File: src/rtl/olivia_retire_trace.sv
// olivia_retire_trace
// Retire-trace recorder for the Olivia LEGv8 core. Each retired instruction
// is captured as {PC, instruction, result, class} into a circular buffer.
// A PC match or an unknown opcode triggers a short post-trigger window, after
// which the buffer freezes until re-armed. Entries are read back oldest-first
// through a registered port.
//
// Optional feature macro: TRACE_CLASS_CNT_EN
//   defined   -> sixteen per-class retire counters, selected by cnt_sel
//   undefined -> no counters, cnt_val tied to zero
//
// state | meaning
// ------+---------------------------------------------------------------
// ARMED | recording, watching for a trigger
// POST  | trigger seen, recording the post-trigger window
// FROZEN| window closed, retires dropped, buffer held until arm/rst

module olivia_retire_trace #(
    parameter int PC_W     = 64,
    parameter int DATA_W   = 64,
    parameter int DEPTH    = 16,
    parameter int POST_CNT = 4,
    parameter int CNT_W    = 16
) (
    input  logic                       clk,
    input  logic                       rst,
    input  logic                       ret_valid,
    input  logic [PC_W-1:0]            ret_pc,
    input  logic [31:0]                ret_instr,
    input  logic [DATA_W-1:0]          ret_result,
    input  logic                       arm,
    input  logic                       trig_pc_en,
    input  logic [PC_W-1:0]            trig_pc,
    input  logic                       rd_en,
    input  logic [$clog2(DEPTH)-1:0]   rd_idx,
    output logic                       rd_valid,
    output logic                       rd_hit,
    output logic [PC_W-1:0]            rd_pc,
    output logic [31:0]                rd_instr,
    output logic [DATA_W-1:0]          rd_result,
    output logic [3:0]                 rd_class,
    output logic [$clog2(DEPTH):0]     entry_cnt,
    output logic [1:0]                 state,
    output logic                       unk_seen,
    input  logic [3:0]                 cnt_sel,
    output logic [CNT_W-1:0]           cnt_val
);

    localparam int AW = $clog2(DEPTH);
    localparam int CW = AW + 1;
    localparam logic [CW-1:0] FULL_CNT  = CW'(DEPTH);
    localparam logic [AW-1:0] POST_LOAD = AW'(POST_CNT);

    localparam logic [3:0] CLS_NOP  = 4'd0;
    localparam logic [3:0] CLS_ADD  = 4'd1;
    localparam logic [3:0] CLS_SUB  = 4'd2;
    localparam logic [3:0] CLS_AND  = 4'd3;
    localparam logic [3:0] CLS_ORR  = 4'd4;
    localparam logic [3:0] CLS_LDUR = 4'd5;
    localparam logic [3:0] CLS_STUR = 4'd6;
    localparam logic [3:0] CLS_CBZ  = 4'd7;
    localparam logic [3:0] CLS_B    = 4'd8;
    localparam logic [3:0] CLS_UNK  = 4'd15;

    typedef enum logic [1:0] {
        ST_ARMED  = 2'd0,
        ST_POST   = 2'd1,
        ST_FROZEN = 2'd2
    } state_t;

    state_t          state_q, state_d;
    logic [AW-1:0]   post_q, post_d;
    logic [AW-1:0]   wptr;
    logic [CW-1:0]   cnt_q;
    logic            unk_q;

    logic [PC_W-1:0]   mem_pc     [DEPTH];
    logic [31:0]       mem_instr  [DEPTH];
    logic [DATA_W-1:0] mem_result [DEPTH];
    logic [3:0]        mem_class  [DEPTH];

    logic [3:0]      ret_class;
    logic            rec;
    logic            trig;
    logic [AW-1:0]   rd_slot;
    logic            rd_in_range;

    // Decode the retiring instruction into its class code, first match wins
    always_comb begin
        ret_class = CLS_UNK;
        if (ret_instr == 32'h0) begin
            ret_class = CLS_NOP;
        end else if (ret_instr[31:24] == 8'hB4) begin
            ret_class = CLS_CBZ;
        end else if (ret_instr[31:26] == 6'b000101) begin
            ret_class = CLS_B;
        end else begin
            case (ret_instr[31:21])
                11'b10001011000: ret_class = CLS_ADD;
                11'b11001011000: ret_class = CLS_SUB;
                11'b10001010000: ret_class = CLS_AND;
                11'b10101010000: ret_class = CLS_ORR;
                11'b11111000010: ret_class = CLS_LDUR;
                11'b11111000000: ret_class = CLS_STUR;
                default:         ret_class = CLS_UNK;
            endcase
        end
    end

    // arm wins over a same-cycle retire, so the retire is simply not recorded
    assign rec  = ret_valid && (state_q != ST_FROZEN) && !arm;
    assign trig = rec && (state_q == ST_ARMED) &&
                  ((trig_pc_en && (ret_pc == trig_pc)) || (ret_class == CLS_UNK));

    // Next-state and post-window counter
    always_comb begin
        state_d = state_q;
        post_d  = post_q;
        if (arm) begin
            state_d = ST_ARMED;
            post_d  = '0;
        end else if (rec) begin
            case (state_q)
                ST_ARMED: begin
                    if (trig) begin
                        if (POST_CNT == 0) begin
                            state_d = ST_FROZEN;
                        end else begin
                            state_d = ST_POST;
                            post_d  = POST_LOAD;
                        end
                    end
                end
                ST_POST: begin
                    post_d = post_q - AW'(1);
                    if (post_q == AW'(1)) begin
                        state_d = ST_FROZEN;
                    end
                end
                default: ;
            endcase
        end
    end

    // State register
    always_ff @(posedge clk) begin
        if (rst) begin
            state_q <= ST_ARMED;
            post_q  <= '0;
        end else begin
            state_q <= state_d;
            post_q  <= post_d;
        end
    end

    // Write pointer and saturating fill count
    always_ff @(posedge clk) begin
        if (rst || arm) begin
            wptr  <= '0;
            cnt_q <= '0;
        end else if (rec) begin
            wptr <= wptr + AW'(1);
            if (cnt_q != FULL_CNT) begin
                cnt_q <= cnt_q + CW'(1);
            end
        end
    end

    // Trace storage; contents are don't-care until written
    always_ff @(posedge clk) begin
        if (rec) begin
            mem_pc[wptr]     <= ret_pc;
            mem_instr[wptr]  <= ret_instr;
            mem_result[wptr] <= ret_result;
            mem_class[wptr]  <= ret_class;
        end
    end

    // Sticky flag for any recorded unknown opcode
    always_ff @(posedge clk) begin
        if (rst || arm) begin
            unk_q <= 1'b0;
        end else if (rec && (ret_class == CLS_UNK)) begin
            unk_q <= 1'b1;
        end
    end

    // Oldest entry sits entry_cnt slots behind the write pointer; when full the
    // low bits of the count are zero and the oldest is at wptr itself
    assign rd_slot     = wptr - cnt_q[AW-1:0] + rd_idx;
    assign rd_in_range = ({1'b0, rd_idx} < cnt_q);

    // Registered read port; uses pre-write pointers and contents
    always_ff @(posedge clk) begin
        if (rst) begin
            rd_valid  <= 1'b0;
            rd_hit    <= 1'b0;
            rd_pc     <= '0;
            rd_instr  <= '0;
            rd_result <= '0;
            rd_class  <= '0;
        end else begin
            rd_valid <= rd_en;
            rd_hit   <= rd_en && rd_in_range;
            if (rd_en && rd_in_range) begin
                rd_pc     <= mem_pc[rd_slot];
                rd_instr  <= mem_instr[rd_slot];
                rd_result <= mem_result[rd_slot];
                rd_class  <= mem_class[rd_slot];
            end else begin
                rd_pc     <= '0;
                rd_instr  <= '0;
                rd_result <= '0;
                rd_class  <= '0;
            end
        end
    end

    assign entry_cnt = cnt_q;
    assign state     = state_q;
    assign unk_seen  = unk_q;

`ifdef TRACE_CLASS_CNT_EN
    logic [CNT_W-1:0] cls_cnt [16];

    // Per-class retire counters, free-running wrap
    always_ff @(posedge clk) begin
        if (rst || arm) begin
            for (int i = 0; i < 16; i++) begin
                cls_cnt[i] <= '0;
            end
        end else if (rec) begin
            cls_cnt[ret_class] <= cls_cnt[ret_class] + CNT_W'(1);
        end
    end

    assign cnt_val = cls_cnt[cnt_sel];
`else
    logic cnt_sel_unused;
    assign cnt_sel_unused = ^cnt_sel;
    assign cnt_val        = '0;
`endif

endmodule

File: config.mk
export PLATFORM = sky130hd
export DESIGN_NAME = olivia_retire_trace
export DESIGN_NICKNAME = d
export VERILOG_FILES = /design/src/rtl/olivia_retire_trace.sv
export SDC_FILE = /design/constraint.sdc
export NUM_CORES = 2
export LEC_CHECK = 0
export CORE_MARGIN = 4
export CORE_UTILIZATION = 31
export DETAILED_ROUTE_END_ITERATION = 6
export GPL_ROUTABILITY_DRIVEN = 0
export PLACE_DENSITY_LB_ADDON = 0.1
export SETUP_SLACK_MARGIN = 0.4
export SYNTH_ARGS = -nofsm -noshare
export SYNTH_HDL_FRONTEND = slang
export SYNTH_SLANG_ARGS = --single-unit
File: constraint.sdc
create_clock -name clk -period 22 [get_ports clk]
set_input_delay 4.4 -clock clk [delete_from_list [all_inputs] [get_ports clk]]
set_output_delay 4.4 -clock clk [all_outputs]
set_load 0.02 [all_outputs]
==> metrics.txt <==
status=complete, no violations; die span in y=591 um; slowest library cell on the worst path=a211oi_1; hold_sp=unk_seen; most frequent CP cell=buf_4; detailed-route DRC error count=0; Setup violations, final=0; Critical R2R Launch=wptr[0]; die width=591 um; Synth Area in Simple Gates=1.47%; Worst Hold Class=reg2reg; final hold vios=0; DR pass1 iterations=5; post-synth top area share=74.8%; TNS Setup=0 ns; Seq/Total Area, Yosys=78.2%; min Tclk post-route=9.46 ns; port buffer count=407; Max Freq=106 MHz; max incr delay on CP=0.84 ns; vias per std cell=4.96; # hold bufs at CTS=0; Max Fanout on Critical Path=49; Worst EP arrival=10.15 ns; mux share of post-synthesis cell area=15.6%; Setup crit end kind=flop; first-pass GRT wire length=411 mm; hpwl dp=152 mm; RSZ-0062 raised after global routing=false; Crit Path Category=in2reg; total track usage=16.5%; R2R depth=12; Max Slew Vio Count=0; Area Growth Syn to Fin=19.5%; share of cells above drive strength 1=23.5%; Synth Register Bits=2806; Synth Area in Compound Gates=2.61%; Final Cycle Share=43.0%; commonest non-fill, non-tap cell in the layout=edfxtp_1; worst hold slack=0.483 ns; WL/cell=29.0 um; Most used DFF post-synth=edfxtp_1; Synth Area in Adders=0.235%; crit-path cells=clkdlybuf4s50_1 > inv_1 > fa_1 > fa_4 > xor2_4 > buf_4 > buf_4 > buf_4 > buf_4 > mux2i_1 > a211oi_1; Core Footprint=338000 um2; Hold Path End=unk_seen; total of max-cap violations=0; Clock Skew=0.0310 ns; sequential power share=47.5%; antenna viol nets, final=0; top cells by area, synth=edfxtp_1 (75%), mux4_2 (14%), dfxtp_1 (3.5%), a211oi_1 (2.3%), mux2i_1 (1.6%); worst slew pin tran=1.21 ns; synthesis warning total=0; Post-synth EDFFs=2624; asr flop ratio synth=0%; initial drt markers=3868; Switching Share=23.0%; initial antenna violation count=57; relative slew slack=19.4%; Comb power frac=9.5%; fillcell total=30800; clock slew at reported path FFs=0.06 ns; syn_area_per_cell=22.6 um2; Post-Route WL=292 mm; most frequent cells in the layout=edfxtp_1 (2624), mux4_2 (656), clkdlybuf4s50_1 (407); clock power share=43.0%; clk_lat worst skew=0.89 ns; hold path cells=2; pwr/cell area=98.5 nW/um2; Synth Cell Area=105000 um2; Synth Area in XOR/XNOR=0.573%; Layout Nets=5514; cell internal pwr=9.56 mW; worst r2r dst=rd_instr[12]; grt total ovfl=0; Setup Fix Bufs, Post-CTS=0; Worst setup SP type=input port; largest net degree at the start of global routing=108; root buf cell=clkbuf_16; io pins=428; P_sw=2.85 mW; CTS buffer count=321; Sink Count=2806; leading area contributor after synthesis=edfxtp_1; vias in the first global route=52800; Worst Setup SP=rd_idx[1]; vias=49900; H-tree levels=5; Critical Path RT=22.70 ns; clock buffer depth=4; Unique masters post-synth=50; post-CTS sizing=0; combinational family with the most area after synthesis=multiplexers; Initial Util=31.2%; R2R setup slack=15.85 ns; # rows=213; Lkg Pwr=39.4 nW; Max IR drop VDD=0.0000588 V; Synth Instances=4657; total die area=349000 um2; CTS tree=done
## layer usage
| metal | routed length (um) | GRT usage, % | up-vias |
|---|---|---|---|
| met3 | 15000 | 2.88 | 385 |
| met5 | 97 | 0 | - |
| li1 | - | - | 20900 |
| met4 | 5850 | 3.48 | 18 |
| met2 | 136000 | 26.2 | 1238 |
| met1 | 135000 | 23.8 | 27300 |
## final cells by class
| class | count | area [um2] | area share, % |
|---|---|---|---|
| tap | 4515 | 5650 | 4.49 |
| clock inverter | 139 | 1350 | 1.07 |
| clock buffer | 457 | 9240 | 7.34 |
| multi-input combinational | 1562 | 21900 | 17.4 |
| timing repair buffer | 539 | 5240 | 4.16 |
| antenna | 16 | 40.0 | 0.0318 |
| inverter | 28 | 105 | 0.0834 |
| sequential | 2806 | 82400 | 65.5 |
## power groups by stage
stage / clock network [mW] / logic [mW] / registers, mW
floorplan: 0 / 0.760 / 6.02
global placement: 0 / 1.22 / 6.00
detailed placement: 0 / 1.22 / 6.00
CTS: 5.52 / 1.22 / 5.89
global route: 5.75 / 1.29 / 5.89
finish: 5.34 / 1.18 / 5.89
## per-stage QoR
stage	cell area [um2]	setup slack [ns]	instances	util (%)	power, mW
5_1_grt	126000	12.12	10000	37.3	12.9
3_5_place_dp	115000	11.47	9450	34.2	7.22
3_3_place_gp	115000	11.44	9450	34.2	7.22
2_1_floorplan	105000	4.99	4672	-	6.78
4_1_cts	126000	12.46	10000	37.3	12.6
6_report	126000	12.54	10100	37.3	12.4
## critical path: cells and delay by family
kind                     cells  cell delay, ns
AO/OA/AOI/OAI                1            0.84
buffers and inverters        6            3.36
multiplexers                 1            0.20
XOR/XNOR                     1            0.21
adder cells (fa/ha/maj)      2            1.03
## kinds of logic (layout without fill, tap and decap cells)
family | after synthesis | in the layout
AO/OA/AOI/OAI | 370 | 370
adder cells (fa/ha/maj) | 18 | 18
other | 1 | 32
buffers and inverters | 304 | 1163
flip-flops | 2806 | 2806
XOR/XNOR | 69 | 69
multiplexers | 823 | 823
AND/OR/NAND/NOR | 266 | 266
## cell usage after synthesis, types with 2 or more instances
library cell,n
edfxtp_1,2624
fa_1,3
buf_4,17
a22o_1,2
nor3_1,8
nand4_1,12
nor4_1,18
ha_1,15
a21o_1,4
o21ai_0,4
xnor2_1,27
mux4_2,656
o22ai_1,3
nor2_1,33
clkbuf_1,145
a31oi_1,2
mux2i_1,167
and3_1,2
a21oi_1,13
nor2b_1,166
inv_1,28
nand2b_1,2
buf_2,93
o21ai_1,2
nand2_1,14
xor2_1,42
a311oi_1,5
buf_1,19
a211oi_1,328
nand3_1,2
dfxtp_1,182
## flip-flops by register name, summed over array words and instances, names as in the netlist, 2 cells and up
register	flops
mem_pc	1024
mem_result	1024
mem_instr	512
mem_class	64
rd_pc	64
rd_result	64
rd_instr	32
entry_cnt	5
post_q	4
rd_class	4
wptr	4
state	2
## worst max path at each step
| stage | endpoint | slack, ns | cells past startpoint |
|---|---|---|---|
| after CTS | rd_instr[12] | 12.46 | 10 |
| after floorplan | mem_class[3][0] | 4.99 | 4 |
| after detailed placement | rd_instr[12] | 11.47 | 10 |
| after global placement | rd_instr[12] | 11.44 | 10 |
| final | rd_pc[28] | 12.54 | 11 |
| after global routing | rd_instr[12] | 12.12 | 10 |
Note: power is estimated with default switching activity, not from simulation.
